File: src/rtl/scd_exec_core.sv
// SCD execute core: decode ROM, 16x8 register file, 8-bit ALU.
// Decode, ALU and write-back are combinational; only registers are clocked.
module scd_exec_core (
  input  logic        clk,
  input  logic        rst_n,
  input  logic [15:0] inst,
  input  logic        exec,
  input  logic [6:0]  pc,
  input  logic [15:0] mem_rdata,
  output logic [7:0]  rd1,
  output logic [7:0]  rd2,
  output logic [7:0]  alu_out,
  output logic [2:0]  alu_flags,
  output logic [7:0]  wb_data,
  output logic        wpc,
  output logic        spc,
  output logic        mem_we,
  output logic        mem_re,
  output logic        ldi
);

  logic [3:0] op, rd, ra, rb;
  logic [7:0] imm;
  logic [7:0] alu_ctl;
  logic [4:0] ctl;

  logic [7:0] regs_q [16];
  logic [7:0] regs_d [16];
  logic       we;

  logic       za, na, zb, nb, f, no, cin, shr;
  logic [7:0] a1, a2, b1, b2, res, r;
  logic [8:0] sum;
  logic       cy, carry;

  assign op  = inst[15:12];
  assign rd  = inst[11:8];
  assign ra  = inst[7:4];
  assign rb  = inst[3:0];
  assign imm = inst[7:0];

  // Opcode ROM: ALU control word and control strobes
  always_comb begin
    alu_ctl = 8'h00;
    ctl     = 5'h00;
    unique case (op)
      4'h1:    alu_ctl = 8'h08;
      4'h2:    alu_ctl = 8'h1A;
      4'h3:    alu_ctl = 8'h54;
      4'h4:    alu_ctl = 8'h34;
      4'h5:    alu_ctl = 8'h2A;
      4'h6:    alu_ctl = 8'h38;
      4'h7:    alu_ctl = 8'h31;
      4'h8:    alu_ctl = 8'h30;
      4'h9:    ctl     = 5'h01;
      4'hA: begin
        alu_ctl = 8'h30;
        ctl     = 5'h02;
      end
      4'hB: begin
        alu_ctl = 8'h30;
        ctl     = 5'h04;
      end
      4'hC: begin
        alu_ctl = 8'h30;
        ctl     = 5'h18;
      end
      default: begin
        alu_ctl = 8'h00;
        ctl     = 5'h00;
      end
    endcase
  end

  assign {wpc, spc, mem_we, mem_re, ldi} = ctl;
  assign {za, na, zb, nb, f, no, cin, shr} = alu_ctl;

  assign rd1 = regs_q[ra];
  assign rd2 = regs_q[rb];

  // Configurable ALU: operand zero/invert, add or and, invert, shift
  always_comb begin
    a1    = za ? 8'h00 : rd1;
    a2    = na ? ~a1 : a1;
    b1    = zb ? 8'h00 : rd2;
    b2    = nb ? ~b1 : b1;
    sum   = {1'b0, a2} + {1'b0, b2} + {8'h00, cin};
    res   = f ? sum[7:0] : (a2 & b2);
    cy    = f ? sum[8] : 1'b0;
    r     = no ? ~res : res;
    alu_out = shr ? {1'b0, r[7:1]} : r;
    carry = shr ? r[0] : cy;
    alu_flags = {(alu_out == 8'h00), alu_out[7], carry};
  end

  // Write-back select: link address, immediate, memory byte, ALU
  always_comb begin
    if (spc)
      wb_data = {pc, 1'b0};
    else if (ldi)
      wb_data = imm;
    else if (mem_re)
      wb_data = rd1[0] ? mem_rdata[15:8] : mem_rdata[7:0];
    else
      wb_data = alu_out;
  end

  assign we = exec & ~mem_we;

  // Next register file contents: one write port addressed by rd
  always_comb begin
    regs_d = regs_q;
    if (we)
      regs_d[rd] = wb_data;
  end

  // Register file state, cleared asynchronously on reset
  always_ff @(posedge clk or negedge rst_n) begin
    if (!rst_n) begin
      for (int i = 0; i < 16; i++)
        regs_q[i] <= 8'h00;
    end else begin
      regs_q <= regs_d;
    end
  end

endmodule

File: config.mk
export PLATFORM = sky130hd
export DESIGN_NAME = scd_exec_core
export DESIGN_NICKNAME = d
export VERILOG_FILES = /design/src/rtl/scd_exec_core.sv
export SDC_FILE = /design/constraint.sdc
export NUM_CORES = 1
export LEC_CHECK = 0
export ABC_AREA = 1
export CAP_MARGIN = 25
export CORE_AREA = 2 2 181 148
export CTS_BUF_LIST = sky130_fd_sc_hd__clkbuf_4 sky130_fd_sc_hd__clkbuf_8
export CTS_CLUSTER_SIZE = 10
export DETAILED_ROUTE_END_ITERATION = 7
export DIE_AREA = 0 0 183 150
export PLACE_DENSITY = 0.52
export SYNTH_ARGS = -nofsm -noshare
export SYNTH_HDL_FRONTEND = slang
export SYNTH_SLANG_ARGS = --single-unit
File: constraint.sdc
create_clock -name clk -period 6.4 [get_ports clk]
set_input_delay 0.96 -clock clk [delete_from_list [all_inputs] [get_ports clk]]
set_output_delay 0.96 -clock clk [all_outputs]
set_load 0.02 [all_outputs]
# After elaboration in Yosys (flattened, before gate mapping)
# Index checks and enable logic that the tools add are counted.
dict set report classes {
  add_sub_neg 2
  n_lt_le_gt_ge 4
  n_eq_ne 12
  n_mux 24
  bitwise_logic 9
  reduce_logical 3
}
# cell count
set op_table {}
lappend op_table {{bitwise mux 128 bit} 1}
lappend op_table {{2-to-1 mux 8 bit} 16}
lappend op_table {{binary-select mux 8 bit (select 4 bit)} 2}
lappend op_table {{case mux 7 bit (8 select lines)} 1}
lappend op_table {{demux 8 bit (select 4 bit)} 1}
lappend op_table {{NOT 8 bit} 3}
lappend op_table {{equality test 4 bit, second input constant} 5}
lappend op_table {{case mux 5 bit (4 select lines)} 1}
lappend op_table {{equality test 4 x 3 -> 1 bit, second input constant} 4}
lappend op_table {{>= comparator 5 bit, second input constant} 3}
lappend op_table {{NOT 4 -> 5 bit} 3}
lappend op_table {{adder 8 x 8 -> 9 bit} 1}
lappend op_table {{adder 9 x 1 -> 9 bit} 1}
lappend op_table {{bitwise AND 8 bit} 1}
lappend op_table {{equality test 4 x 2 -> 1 bit, second input constant} 2}
lappend op_table {{zero test 8 bit} 1}
lappend op_table {{< comparator 5 x 1 -> 1 bit, second input constant} 1}
lappend op_table {{equality test 4 x 1 -> 1 bit, second input constant} 1}
lappend op_table {{OR reduction 4 bit} 1}
lappend op_table {{2-to-1 mux 1 bit} 2}
lappend op_table {{bitwise AND 1 bit} 1}
lappend op_table {{logical AND 1 bit} 1}
lappend op_table {{NOT 1 bit} 1}
dict set report totals {
  reg_bits 128
  out_inout_bits 40
  word_cells 70
}

# Longest topological paths before layout
dict set report logic_depth {
  depth_word 17
  mapped_depth 30
  depth_no_buf 27
}

# Worst setup path after synthesis
# OpenSTA, ideal clock, no wires.
dict set report synth_path {
  path_type {in2out}
  from {input port inst[0]}
  to {output port alu_flags[2]}
  arrival_ps 4614
  required_ps 5440
  path_slack_ps 826
  cell_stages 20
  path_cell_list {buf_2 -> buf_1 -> clkbuf_1 -> nand2_1 -> o211ai_1 -> nand3_1 -> nand3_1 -> nand2_1 -> inv_1 -> nand2_1 -> xnor2_1 -> fa_1 -> inv_1 -> fa_1 -> o21ai_1 -> xor2_1 -> a21boi_0 -> nor2_1 -> nand3_1 -> nor2_1}
}
dict set report synth_between {
  elab_chain_cells 14
}
# element line_no
set synth_rtl {}
lappend synth_rtl {{start, declared} 6} ;# input logic [15:0] inst,
lappend synth_rtl {{NOT 4 -> 5 bit (not written as such) (*)} 79} ;# assign rd2 = regs_q[rb];
lappend synth_rtl {{binary-select mux 8 bit (select 4 bit) (*)} 79}
lappend synth_rtl {{2-to-1 mux 8 bit (not written as such) (*) (2 in series)} 79}
lappend synth_rtl {{via rd2[0]} 11} ;# output logic [7:0] rd2,
lappend synth_rtl {{2-to-1 mux 8 bit (*)} 85} ;# b1 = zb ? 8'h00 : rd2;
lappend synth_rtl {{NOT 8 bit} 86} ;# b2 = nb ? ~b1 : b1;
lappend synth_rtl {{2-to-1 mux 8 bit (*)} 86}
lappend synth_rtl {{adder 8 x 8 -> 9 bit (*)} 87} ;# sum = {1'b0, a2} + {1'b0, b2} + {8'h00, cin};
lappend synth_rtl {{adder 9 x 1 -> 9 bit (*)} 87}
lappend synth_rtl {{2-to-1 mux 8 bit (*)} 88} ;# res = f ? sum[7:0] : (a2 & b2);
lappend synth_rtl {{NOT 8 bit} 90} ;# r = no ? ~res : res;
lappend synth_rtl {{2-to-1 mux 8 bit (*)} 90}
lappend synth_rtl {{2-to-1 mux 8 bit (*)} 91} ;# alu_out = shr ? {1'b0, r[7:1]} : r;
lappend synth_rtl {{via alu_out[1]} 12} ;# output logic [7:0] alu_out,
lappend synth_rtl {{zero test 8 bit (*)} 93} ;# alu_flags = {(alu_out == 8'h00), alu_out[7], carry};
lappend synth_rtl {{end, declared} 13} ;# output logic [2:0] alu_flags,
# Mark *: on every way through the listed nets, which the timed path passes. The rest lies on a longest branch. The select of a mux whose other input is x is not followed.

# Worst setup path after layout
dict set report layout_path {
  from {input port inst[6]}
  to {output port wb_data[6]}
}
dict set report layout_between {
  elab_chain_cells 16
}
# element line_no
set layout_rtl {}
lappend layout_rtl {{NOT 4 -> 5 bit (not written as such)} 78} ;# assign rd1 = regs_q[ra];
lappend layout_rtl {{binary-select mux 8 bit (select 4 bit)} 78}
lappend layout_rtl {{2-to-1 mux 8 bit (not written as such) (2 in series)} 78}
lappend layout_rtl {{2-to-1 mux 8 bit} 83} ;# a1 = za ? 8'h00 : rd1;
lappend layout_rtl {{NOT 8 bit} 84} ;# a2 = na ? ~a1 : a1;
lappend layout_rtl {{2-to-1 mux 8 bit} 84}
lappend layout_rtl {{adder 8 x 8 -> 9 bit} 87}
lappend layout_rtl {{adder 9 x 1 -> 9 bit} 87}
lappend layout_rtl {{2-to-1 mux 8 bit} 88}
lappend layout_rtl {{NOT 8 bit} 90}
lappend layout_rtl {{2-to-1 mux 8 bit} 90}
lappend layout_rtl {{2-to-1 mux 8 bit} 91}
lappend layout_rtl {{2-to-1 mux 8 bit} 102} ;# else if (mem_re)
lappend layout_rtl {{2-to-1 mux 8 bit (*)} 100} ;# else if (ldi)
lappend layout_rtl {{2-to-1 mux 8 bit (*)} 98} ;# if (spc)
lappend layout_rtl {{end, declared} 14} ;# output logic [7:0] wb_data,
# Mark *: on every way between the ends. The rest lies on a longest branch, timed or not. The select of a mux whose other input is x is not followed.

==> summary.txt <==
Placed design
  – Dpl cells: 1,698
  – DP HPWL: 24.86 mm
  – Placer Congestion: 0.9482
  – Port bufs: 81
  – Area after DPL: 10,070 um^2
  – Dpl ws: 0.2688 ns

Setup path
  – Critical Setup Path Class: input pin to primary output
  – CP max FO: 15
  – R2R setup slack: 2.51 ns
  – CP endpoint kind: primary output
  – CP required: 5.44 ns
  – Data arrival time of the critical path: 5.17 ns
  – R2r startpoint: regs_q[88]
  – Critical R2R Capture: regs_q[118]
  – Worst reg2reg path depth: 25
  – Startpoint types: input pin

Pwr
  – Sw Ratio: 40.92%
  – Internal power: 1842 uW
  – Combinational power share: 37.1%
  – Flop pwr share: 38.9%
  – Pwr dens: 297.1 nW/um^2
  – Sw power: 1276 uW
  – Worst IR Drop VDD: 0.0001707 V
  – Clock share of power: 24.1%
  – Static Leak: 0.005135 uW

Clocking
  – Hold buffer count at cts: 0
  – Clock slew at the register clock pins of the worst setup and hold paths: 0.07 ns
  – CTS Buf Count: 17
  – CTS Root Cell: clkbuf_8
  – Worst-skew pair later-pin latency: 0.48 ns
  – CTS Buffer Depth: 2
  – H-tree depth: 4
  – Sink Count: 128
  – TritonCTS clock tree: done

Die
  – Die height: 150 um
  – # rows: 53
  – Die area: 27,450 um^2
  – Core area: 25,730 um^2
  – Die W: 183 um
  – Ports: 82
  – Initial Utilization: 34.41%

Routing
  – Vias per std cell: 5.250
  – Pre-antenna DRT Iters: 5
  – 1st-iter DRT viols: 897
  – Drc violations: 0
  – Wire per inst: 19.57 um
  – Antenna-violating nets left: 0
  – Vias post-DR: 9,077
  – Final wirelength: 33.83 mm

Timing
  – Max-slew headroom: 29.30%
  – Fmax: 163.2 MHz
  – Minimum clock period: 6.129 ns
  – RSZ-0062 raised after global routing: no
  – Worst-margin pin slew: 1.052 ns
  – Final Slew Violations: 0
  – Setup TNS: 0 ns
  – Crit share post-route: 95.77%
  – Hold slack: 0.4836 ns
  – Worst Setup Slack, final: 0.2707 ns
  – Endpoints failing hold: 0
  – Endpoints failing setup: 0
  – Clk_skew: 0.01519 ns

Logic synthesis
  – Synthesized instance count: 1,308
  – Synth cell types: 40
  – Synth Net Count: 1,360
  – Yosys top cell by area: dfrtp_1
  – Most numerous cell in the Yosys netlist: nand2_1
  – Synth Register Bits: 128
  – Synth async-reset ratio: 100.0%
  – Ys flop type: dfrtp_1
  – Register area share after synthesis: 36.18%
  – Mapped Area: 8853 um^2
  – Ranking of synthesized cells by area: dfrtp_1 36%, nand2_1 20%, o21ai_0 8.8%
  – Synth top area share: 36.18%
  – Synth Area per Inst: 6.769 um^2
  – Number of synthesized flops with an enable pin: 0
  – Post-synth top cells: 478 x nand2_1, 155 x o21ai_0, 128 x dfrtp_1
  – Ys Warns: 0

Layout
  – Max FFs per register: 128
  – Post-Layout Cell Count: 1,729
  – Largest Register: regs_q
  – Diodes inserted: 0
  – Fin area: 10,500 um^2
  – Area grow syn2layout: 18.54%
  – Layout Nets: 1,439
  – Largest registers: regs_q (128)
  – Share of cells above drive strength 1: 9.006%

Global route
  – Largest net degree at the start of global routing: 85
  – Initial antenna violation count: 2
  – Total track usage: 25.22%
  – Gr ovfl total: 0
  – Vias in the first global route: 8,393
  – Global-route wire length before repair: 51.52 mm

Flow run
  – MaxCap Viol Count: 0

Min path
  – Hold endpoint: regs_q[81]
  – Hold depth: 2
  – Hold_sp: regs_q[81]
  – Worst min path class: flip-flop to flip-flop

Outcome
  – Outcome: finished, final reports clean
area by class of cell:
type | count | area (um^2)
clock buffer | 18 | 247.7
clock inverter | 13 | 163.9
fill | 2748 | 15230
inverter | 130 | 493.0
multi-input combinational | 988 | 4840
sequential | 128 | 3203
tap | 330 | 412.9
timing repair buffer | 122 | 1135
metrics by stage:
stage / utilization (%) / power, uW
finish: 40.79 / 3118
CTS: 40.74 / 3112
global placement: 39.14 / 2350
global route: 40.79 / 3326
floorplan: - / 1902
detailed placement: 39.14 / 2358
cells by family after synthesis:
logic type,after synthesis,share of synthesized area (%)
AO/OA/AOI/OAI,285,18.22
AND/OR/NAND/NOR,653,30.53
buffers and inverters,192,9.243
adder cells (fa/ha/maj),10,1.583
flip-flops,128,36.18
multiplexers,21,2.374
XOR/XNOR,19,1.880
repair_timing:
item                                    4_1_cts  5_1_grt
endpoints found under the setup margin        0        5
buffers inserted                              0        0
gates resized for setup                       0        5
placed cells by master, fill, tap and decap left out, drive strengths merged, types with 3 or more instances in the layout:
cell,count
nor2,53
buf,44
clkinvlp,5
nand2,492
xor2,4
o21ai,173
nand3b,3
xnor2,15
nor3,8
clkinv,14
inv,121
or2,3
clkbuf,19
a21oi,69
dfrtp,128
ha,8
o221ai,23
bufinv,3
o211ai,16
nand3,90
clkdlybuf4s50,77
mux2i,21
worst max-delay path by stage:
stage,start,to,slack (ns)
after CTS,inst[4],wb_data[6],0.24
after global placement,inst[4],wb_data[6],0.28
final,inst[6],wb_data[6],0.27
after detailed placement,inst[4],wb_data[6],0.27
after floorplan,inst[0],alu_flags[2],0.83
after global routing,inst[6],wb_data[7],0.009
critical path: stages:
cell and delay (ns):
clkdlybuf4s50_1 0.45, inv_1 0.41, o21ai_0 0.18, o221ai_1 0.40
nand2_1 0.20, xnor2_1 0.23, inv_1 0.10, fa_1 0.47
inv_1 0.09, nand3_1 0.11, nand3_1 0.08, nand2_1 0.08
nand3_1 0.08, nand3_1 0.08, nand3_1 0.13, nand3_1 0.13
nand2_1 0.10, nand2_1 0.06, nand2_2 0.18, clkdlybuf4s50_1 0.65
power by group through the flow:
stage          Clock [uW]  Sequential, uW  Combinational (uW)
5_1_grt               804            1240                1290
2_1_floorplan           0            1150                 752
3_5_place_dp            0            1220                1140
3_3_place_gp            0            1220                1140
6_report              751            1210                1160
4_1_cts               763            1200                1150
routing by layer:
metal | vias up | share of wire [%] | global-route usage [%]
met5 | - | 0.068 | 0
met4 | 4 | 2.1 | 6.920
met3 | 43 | 7.6 | 5.670
met2 | 319 | 42 | 36.25
met1 | 4283 | 48 | 37.68
li1 | 4428 | - | -
Power figures use the tool's default switching activity.
